<file path="src/rtl/ext_bus_sequencer_pkg.sv">
// Shared types and constants for the external byte-bus sequencer.
package ext_bus_sequencer_pkg;

  typedef enum logic [2:0] {
    IDLE,
    CMD,
    ADDR,
    TURN,
    RDATA,
    DONE
  } state_e;

  // Command byte bit positions
  localparam int CMD_START = 7;
  localparam int CMD_WE    = 6;

  // Read value returned on a timeout abort
  localparam logic [31:0] ERR_RDATA = 32'hFFFF_FFFF;

  // Lane direction
  localparam logic [7:0] OE_DRIVE = 8'hFF;
  localparam logic [7:0] OE_IN    = 8'h00;

  // Pick byte idx (LSB first) out of a 32-bit word
  function automatic logic [7:0] byte_sel(input logic [31:0] w, input logic [1:0] idx);
    return w[{idx, 3'b000} +: 8];
  endfunction

endpackage

</file>
<file path="src/rtl/ext_bus_sequencer_bus_wait_timer.sv">
// Counts consecutive stalled cycles and flags the cycle that hits the limit.
module bus_wait_timer #(
  parameter int TIMEOUT = 255
) (
  input  logic clk,
  input  logic rst,
  input  logic clear,
  input  logic count,
  output logic expire
);

  localparam logic       TMO_EN   = (TIMEOUT != 0);
  localparam logic [7:0] TMO_LAST = TMO_EN ? 8'(TIMEOUT - 1) : 8'd0;

  logic [7:0] cnt;

  // Saturating stall counter, cleared by any non-stalled cycle
  always_ff @(posedge clk) begin
    if (rst || clear) cnt <= 8'd0;
    else if (count && cnt != 8'hFF) cnt <= cnt + 8'd1;
  end

  // Expire in the stalled cycle that brings the count up to TIMEOUT
  assign expire = TMO_EN && count && (cnt == TMO_LAST);

endmodule

</file>
<file path="src/rtl/ext_bus_sequencer.sv">
// Handshaked CPU-to-byte-bus transaction sequencer (command, address, data beats).
module ext_bus_sequencer
  import ext_bus_sequencer_pkg::*;
#(
  parameter int ADDR_BYTES = 4,
  parameter int DATA_BYTES = 4,
  parameter int TURNAROUND = 1,
  parameter int TIMEOUT    = 255
) (
  input  logic        clk,
  input  logic        rst,
  input  logic        cpu_req,
  input  logic        cpu_we,
  input  logic [31:0] cpu_addr,
  input  logic [31:0] cpu_wdata,
  output logic        cpu_ready,
  output logic [31:0] cpu_rdata,
  output logic        cpu_err,
  output logic        cpu_busy,
  output logic [7:0]  bus_ctl,
  output logic [7:0]  bus_dout,
  output logic [7:0]  bus_oe,
  input  logic [7:0]  bus_din,
  input  logic        bus_wait
);

  // Writes run as many beats as the longer of address and data
  localparam int         W_BEATS = (DATA_BYTES > ADDR_BYTES) ? DATA_BYTES : ADDR_BYTES;
  localparam logic [2:0] A_LAST  = 3'(ADDR_BYTES - 1);
  localparam logic [2:0] D_LAST  = 3'(DATA_BYTES - 1);
  localparam logic [2:0] W_LAST  = 3'(W_BEATS - 1);
  localparam logic [2:0] T_LAST  = 3'((TURNAROUND > 0) ? TURNAROUND - 1 : 0);

  state_e      state, state_nxt;
  logic [2:0]  beat, beat_nxt;
  logic        we_q;
  logic [31:0] addr_q, wdata_q;
  logic        cnt_en, expire;

  assign cnt_en = ((state == ADDR) || (state == RDATA)) && bus_wait;

  bus_wait_timer #(.TIMEOUT(TIMEOUT)) u_timer (
    .clk    (clk),
    .rst    (rst),
    .clear  (!cnt_en),
    .count  (cnt_en),
    .expire (expire)
  );

  // State, beat counter, latched request and CPU result registers
  always_ff @(posedge clk) begin
    if (rst) begin
      state     <= IDLE;
      beat      <= 3'd0;
      we_q      <= 1'b0;
      addr_q    <= 32'd0;
      wdata_q   <= 32'd0;
      cpu_rdata <= 32'd0;
      cpu_err   <= 1'b0;
    end else begin
      state <= state_nxt;
      beat  <= beat_nxt;
      if (state == IDLE && cpu_req) begin
        we_q      <= cpu_we;
        addr_q    <= cpu_addr;
        wdata_q   <= cpu_wdata;
        cpu_err   <= 1'b0;
        cpu_rdata <= 32'd0;
      end
      if (expire) begin
        cpu_err   <= 1'b1;
        cpu_rdata <= ERR_RDATA;
      end else if (state == RDATA && !bus_wait) begin
        cpu_rdata[{beat[1:0], 3'b000} +: 8] <= bus_din;
      end
    end
  end

  // Next-state, beat advance and bus byte mux, all decoded from registered state
  always_comb begin
    state_nxt = state;
    beat_nxt  = beat;
    bus_ctl   = 8'd0;
    bus_dout  = 8'd0;
    bus_oe    = OE_IN;
    case (state)
      IDLE: begin
        if (cpu_req) begin
          state_nxt = CMD;
          beat_nxt  = 3'd0;
        end
      end
      CMD: begin
        bus_ctl[CMD_START] = 1'b1;
        bus_ctl[CMD_WE]    = we_q;
        bus_oe             = we_q ? OE_DRIVE : OE_IN;
        state_nxt          = ADDR;
        beat_nxt           = 3'd0;
      end
      ADDR: begin
        if (beat <= A_LAST) bus_ctl = byte_sel(addr_q, beat[1:0]);
        if (we_q) begin
          bus_oe = OE_DRIVE;
          if (beat <= D_LAST) bus_dout = byte_sel(wdata_q, beat[1:0]);
        end
        if (expire) begin
          state_nxt = DONE;
        end else if (!bus_wait) begin
          if (beat == (we_q ? W_LAST : A_LAST)) begin
            beat_nxt  = 3'd0;
            state_nxt = we_q ? DONE : ((TURNAROUND == 0) ? RDATA : TURN);
          end else begin
            beat_nxt = beat + 3'd1;
          end
        end
      end
      TURN: begin
        if (beat == T_LAST) begin
          beat_nxt  = 3'd0;
          state_nxt = RDATA;
        end else begin
          beat_nxt = beat + 3'd1;
        end
      end
      RDATA: begin
        if (expire) begin
          state_nxt = DONE;
        end else if (!bus_wait) begin
          if (beat == D_LAST) begin
            beat_nxt  = 3'd0;
            state_nxt = DONE;
          end else begin
            beat_nxt = beat + 3'd1;
          end
        end
      end
      DONE:    state_nxt = IDLE;
      default: state_nxt = IDLE;
    endcase
  end

  assign cpu_ready = (state == DONE);
  assign cpu_busy  = (state != IDLE);

endmodule

</file>
<file path="config.mk">
export PLATFORM = sky130hd
export DESIGN_NAME = ext_bus_sequencer
export DESIGN_NICKNAME = d
export VERILOG_FILES = /design/src/rtl/ext_bus_sequencer_pkg.sv /design/src/rtl/ext_bus_sequencer_bus_wait_timer.sv /design/src/rtl/ext_bus_sequencer.sv
export SDC_FILE = /design/constraint.sdc
export NUM_CORES = 1
export LEC_CHECK = 0
export CORE_UTILIZATION = 30
export DETAILED_ROUTE_END_ITERATION = 8
export GPL_TIMING_DRIVEN = 1
export PLACE_DENSITY = 0.62
export SLEW_MARGIN = 20
export SYNTH_ARGS = -nofsm -noshare
export SYNTH_HDL_FRONTEND = slang
export SYNTH_SLANG_ARGS = --single-unit
</file>
<file path="constraint.sdc">
create_clock -name clk -period 2.6 [get_ports clk]
set_input_delay 0.52 -clock clk [delete_from_list [all_inputs] [get_ports clk]]
set_output_delay 0.52 -clock clk [all_outputs]
set_load 0.02 [all_outputs]
</file>
==> results of run 1 <==
==> cells in the mapped netlist, drive strengths merged, types with 2 or more instances <==
cell	n	share of area
nand2b	9	0.011
nor4	4	0.014
a211oi	2	0.0030
nand3	6	0.0060
dfxtp	112	0.45
nor3	5	0.0072
a22oi	32	0.048
o211ai	2	0.0030
a21o	2	0.0030
mux4	16	0.072
xnor2	3	0.0052
nor4b	2	0.0060
or4b	2	0.0047
ha	10	0.025
nand4	3	0.0037
o21ai	4	0.0040
nor3b	2	0.0030
nand2	138	0.10
clkbuf	25	0.019
nor2	15	0.011
a211o	2	0.0035
xor2	4	0.0070
mux2i	2	0.0040
a21oi	106	0.11
inv	10	0.0075
buf	22	0.024
nor2b	16	0.020
a31oi	2	0.0025
==> path summary, 6_finish.rpt <==
path	start	to	slack (ns)	cells after the start
worst min-delay path	addr_q[26]$_SDFFE_PP0P_	addr_q[26]$_SDFFE_PP0P_	0.45	2
worst max-delay path	beat[0]$_SDFFE_PP0P_	bus_ctl[7]	0.11	5
worst max register to register	beat[1]$_SDFFE_PP0P_	cpu_rdata[9]$_SDFF_PP0_	0.17	7
worst min register to register	addr_q[26]$_SDFFE_PP0P_	addr_q[26]$_SDFFE_PP0P_	0.45	2
==> power by group through the flow <==
stage / registers (W) / clock network (W) / logic, W
finish: 0.00204 / 0.00141 / 0.00164
global route: 0.00206 / 0.00152 / 0.00182
CTS: 0.00204 / 0.00146 / 0.00165
detailed placement: 0.00207 / 0 / 0.00165
global placement: 0.00206 / 0 / 0.00162
floorplan: 0.00204 / 0 / 0.00110
==> worst register-to-register path: cells and delay by family, from the launching register on <==
family,cells,cell delay (ns)
AOI/OAI and AO/OA,2,0.36
adders and majority gates,1,0.39
buffers and inverters,2,0.33
DFF,1,0.38
and+or+nand+nor,2,0.91
==> flip-flops by register name, indices dropped and copies added, names as in the netlist <==
name and flops:
addr_q 32, cpu_rdata 32, wdata_q 32, u_timer.cnt 8, beat 3, state 3, cpu_err 1, we_q 1
==> cell families (layout without fill, tap and decap cells) <==
logic type | after synthesis | count (layout)
AND/OR/NAND/NOR | 210 | 210
XOR/XNOR | 7 | 7
AO/OA/AOI/OAI | 160 | 160
adder cells (fa/ha/maj) | 10 | 10
buffers and inverters | 57 | 186
multiplexers | 18 | 18
flip-flops | 112 | 112
==> timing repair <==
item | CTS | global route
buffers inserted | 3 | 1
setup endpoints to repair | 24 | 9
pin swaps | 2 | 1
gates cloned | 0 | 0
resized for setup | 16 | 7
endpoints found under the hold margin | 0 | 0
==> stage by stage <==
step	setup slack [ns]	power [W]
after global routing	0.00499	0.00540
after CTS	-0.0873	0.00514
after global placement	0.00823	0.00369
final	0.113	0.00509
after floorplan	0.122	0.00314
after detailed placement	-0.0647	0.00373
==> routing by layer <==
| layer | global-route usage | up-vias | share of wire |
|---|---|---|---|
| li1 | - | 2251 | - |
| met1 | 0.204 | 2125 | 0.45 |
| met2 | 0.276 | 113 | 0.49 |
| met3 | 0.0409 | 10 | 0.052 |
| met4 | 0.0510 | 0 | 0.011 |
| met5 | 0 | - | 0 |
==> cell type report <==
class,instances,area share
Clock buffer,11,0.0350
Clock inverter,5,0.00919
Inverter,10,0.00541
Multi-Input combinational cell,405,0.366
Sequential cell,112,0.323
Tap cell,216,0.0389
Timing Repair Buffer,160,0.222
==> impl_metrics.toml, run 1 <==
[drt]
drt-total-wl_mm = 13.7
postRouteAntennaNets = 0
dr.pass1.iters = 6
vias = 4499
drtIter0Drc = 241
post_drt_via_cell_ratio = 4.90
post-route-drc-count = 0
wl_per_cell_um = 14.9

[timing]
hold_slack_ns = 0.453
worst_slew_pin_slew_ns = 0.787
tns_ns = 0
finalSetupViolCount = 0
period_share = 0.957
finalClockSkew_ns = 0.00891
rsz0062_at_grt = "false"
hold_viol = 0
slew_viol_final = 0
relSlewSlack = 0.475
timing.fmax_ghz = 0.402
fin_crit_ns = 2.49

[grt]
grt_max_degree = 67
grt_usage = 0.163
grt_overflow_total = 0
first_global_vias = 4584
grt_first_pass_wirelength_mm = 22.6
antenna_found_initial = 0

[place]
place_congestion = 0.779
hpwl_mm = 9.92
dp_cells = 899
post_dp_cell_area_mm2 = 0.00662
portBuffers = 135

[clocking]
cts_hold_buf = 0
clockBufferDepth = 2
cts_max_level = 3
path_clk_slew_ns = 0.07
root_buffer = "clkbuf_16"
clock_latency_ns = 0.35
cts_tree = "yes"
cts_made_buffers = 9
cts.sink_count = 112

[die]
rows = 46
fp.dieW_um = 131
start_util = 0.311
io_pins = 136
die_y_um = 131
core_mm2 = 0.0161
die_area_mm2 = 0.0172

[setup_path]
slowest_delay_ns = 0.55
critPathMaxFanout = 26
arrival_ns = 1.97
start_kind = "register"
crit_chain = "buf_12 -> mux4_2 -> inv_1 -> o21ai_0 -> dlygate4sd2_1"
crit_family = "buffers and inverters"
worstPathRequired_ns = 2.08
crit_buf_inv = 3
crit_path_top_delay_cell = "mux4_2"
crit_path_end_kind = "output pin"
crit_type = "register to output pin"

[final_layout]
area_growth_syn_to_layout_pct = 38.4
post-route-cell-area_mm2 = 0.00694
drive_gt1_frac = 0.102
multiInputGateArea_mm2 = 0.00254
final_cells = 919
mostFrequentLayoutCell = "nand2_1"
fillers = 1613
nets = 785
seq_area_mm2 = 0.00224
mostFrequentLayoutCells = "nand2_1, clkdlybuf4s50_1, dfxtp_1"
antennaDiodeCount = 0
postLayoutCoreUtil = 0.431

[yosys]
ys_seq_area_frac = 0.447
netlist_area_mm2 = 0.00501
ys_warn_count = 0
yosys.area_share.adder = 0.0250
synth_cell_types = 50
ys_ff_latch = 112
synth_top_family_by_area = "simple AND/OR/NAND/NOR gates"
synthMuxAreaShare = 0.0759
synth_xor_area_frac = 0.0122
synth_cells = 574
syn_avg_cell_area_um2 = 8.73
synth-edff-count = 0
yosys.area_share.simple = 0.202
ys.flop_type = "dfxtp_1"
synth_fp_nets = 661
async_reset_ff_frac = 0
synth_compound_area_frac = 0.187

[power]
cellLeakagePower_nw = 2.48
ir_worst_vdd_uv = 446
p_sw_w = 0.00171
clockPowerShare = 0.278
p_comb_frac = 0.323
p_per_area_mw_per_mm2 = 734
internal_power_w = 0.00339
p_seq_frac = 0.400
swShare = 0.335

[hold_path]
hold_class = "register to register"

[outcome]
status = "completed"

[run]
cap_violations = 0
Power figures use the tool's default switching activity.
==> inputs of run 2 (changes only) <==
Settings changed: CORE_MARGIN set to 2.
==> run 2 against run 1 <==
Effect of this change:
- cell count up 0.54%
- via count shrank 1.7%
- die area rose by 3.1%
- wire length is 0.48% higher
==> impl_metrics.toml, run 2 (synthesis gave the netlist of run 1 again) <==
[place]
dp_cells = 905
hpwl_mm = 9.95
place_congestion = 0.816
portBuffers = 135
post_dp_cell_area_mm2 = 0.00665

[clocking]
clockBufferDepth = 2
cts_made_buffers = 9
cts_hold_buf = 0
cts_tree = "yes"
cts_max_level = 3
cts.sink_count = 112
path_clk_slew_ns = 0.08
root_buffer = "clkbuf_16"
clock_latency_ns = 0.35

[setup_path]
crit_type = "register to output pin"
slowest_delay_ns = 0.35
crit_family = "buffers and inverters"
crit_path_top_delay_cell = "dfxtp_2"
crit_buf_inv = 3
rrSetupSlack_ns = 0.19
critPathMaxFanout = 6
crit_chain = "ha_1 -> ha_1 -> buf_4 -> o21ai_2 -> buf_4 -> nor2b_1 -> dlygate4sd2_1"
worst_r2r_path_depth = 8
arrival_ns = 2.00
start_kind = "register"
worstPathRequired_ns = 2.08
regToRegEndpoint = "cpu_rdata[15]$_SDFF_PP0_"
r2r_start = "beat[1]$_SDFFE_PP0P_"
crit_path_end_kind = "output pin"

[timing]
worst_slew_pin_slew_ns = 0.786
finalClockSkew_ns = 0.0104
timing.fmax_ghz = 0.397
slew_viol_final = 0
finalSetupViolCount = 0
fin_crit_ns = 2.52
relSlewSlack = 0.476
hold_viol = 0
period_share = 0.968
hold_slack_ns = 0.455

[hold_path]
whs_endpoint = "wdata_q[28]$_SDFFE_PP0P_"
hold_depth = 2
hold_class = "register to register"
hold_start = "wdata_q[28]$_SDFFE_PP0P_"

[power]
p_per_area_mw_per_mm2 = 722
cellLeakagePower_nw = 2.47
ir_worst_vdd_uv = 387

[final_layout]
antennaDiodeCount = 0
mostFrequentLayoutCell = "nand2_1"
post-route-cell-area_mm2 = 0.00697
nets = 786
final_cells = 924
mostFrequentLayoutCells = "nand2_1, clkdlybuf4s50_1, dfxtp_1"
area_growth_syn_to_layout_pct = 39.1
drive_gt1_frac = 0.101
fillers = 1676
reg_top3 = "addr_q (32), cpu_rdata (32), wdata_q (32)"

[drt]
postRouteAntennaNets = 0
wl_per_cell_um = 14.9
drtIter0Drc = 252
vias = 4423
dr.pass1.iters = 4
post_drt_via_cell_ratio = 4.79
post-route-drc-count = 0
drt-total-wl_mm = 13.8

[die]
io_pins = 136
start_util = 0.304
fp.dieW_um = 133
die_area_mm2 = 0.0178
core_mm2 = 0.0165
rows = 47
die_y_um = 133

[grt]
grt_usage = 0.155
first_global_vias = 4371
grt_first_pass_wirelength_mm = 22.0
grt_overflow_total = 0
grt_max_degree = 53
antenna_found_initial = 0

[run]
cap_violations = 0

[outcome]
status = "completed"
## run 2: how the worst max path moves through the flow
stage | startpoint | to | slack, ns | cells after the start
after floorplan | beat[1]$_SDFFE_PP0P_ | cpu_rdata[16]$_SDFF_PP0_ | 0.12 | 8
after global placement | beat[0]$_SDFFE_PP0P_ | bus_dout[7] | -0.03 | 5
after detailed placement | beat[0]$_SDFFE_PP0P_ | bus_dout[5] | -0.09 | 5
after CTS | beat[0]$_SDFFE_PP0P_ | bus_ctl[2] | 0.04 | 7
after global routing | beat[0]$_SDFFE_PP0P_ | bus_ctl[0] | -0.008 | 7
final | beat[0]$_SDFFE_PP0P_ | bus_ctl[2] | 0.08 | 7
## run 2: stage by stage
stage	setup slack (ns)	power, W	util	TNS, ns
after floorplan	0.122	0.00314	-	0
after global placement	-0.0308	0.00369	0.404	-0.197
final	0.0833	0.00504	0.424	0
after detailed placement	-0.0909	0.00373	0.404	-0.620
after global routing	-0.00799	0.00534	0.424	-0.0249
after CTS	0.0360	0.00507	0.421	0
## run 2: metal layers
| metal | share of wire | global-route usage | routed length [um] |
|---|---|---|---|
| met5 | 0 | 0 | 0 |
| met4 | 0.019 | 0.0526 | 265 |
| met3 | 0.048 | 0.0327 | 661 |
| met2 | 0.48 | 0.260 | 6610 |
| met1 | 0.45 | 0.199 | 6260 |
## run 2: layout make-up
class | instances | area (um2) | share of cell area
clock buffers | 12 | 256 | 0.0368
clock inverters | 4 | 36.3 | 0.00520
inverters | 10 | 37.5 | 0.00538
multi-input cells | 405 | 2550 | 0.365
flip-flops and latches | 112 | 2240 | 0.322
well taps | 220 | 275 | 0.0395
repair buffers | 161 | 1580 | 0.226
## run 2: what timing repair did
action	CTS	global route
resized for setup	16	2
cloned	0	1
endpoints found under the setup margin	16	16
pin swaps	1	0
setup buffers	2	0
## run 2: report_power, final
group | internal, W | switching (W)
sequential | 0.00192 | 0.000116
combinational | 0.000684 | 0.000964
clock | 0.000714 | 0.000635
total | 0.00332 | 0.00172
## run 2: worst min-delay path, stage by stage (launching register included)
cell	delay, ns
dfxtp_1	0.31
nand2_1	0.05
a21oi_1	0.05
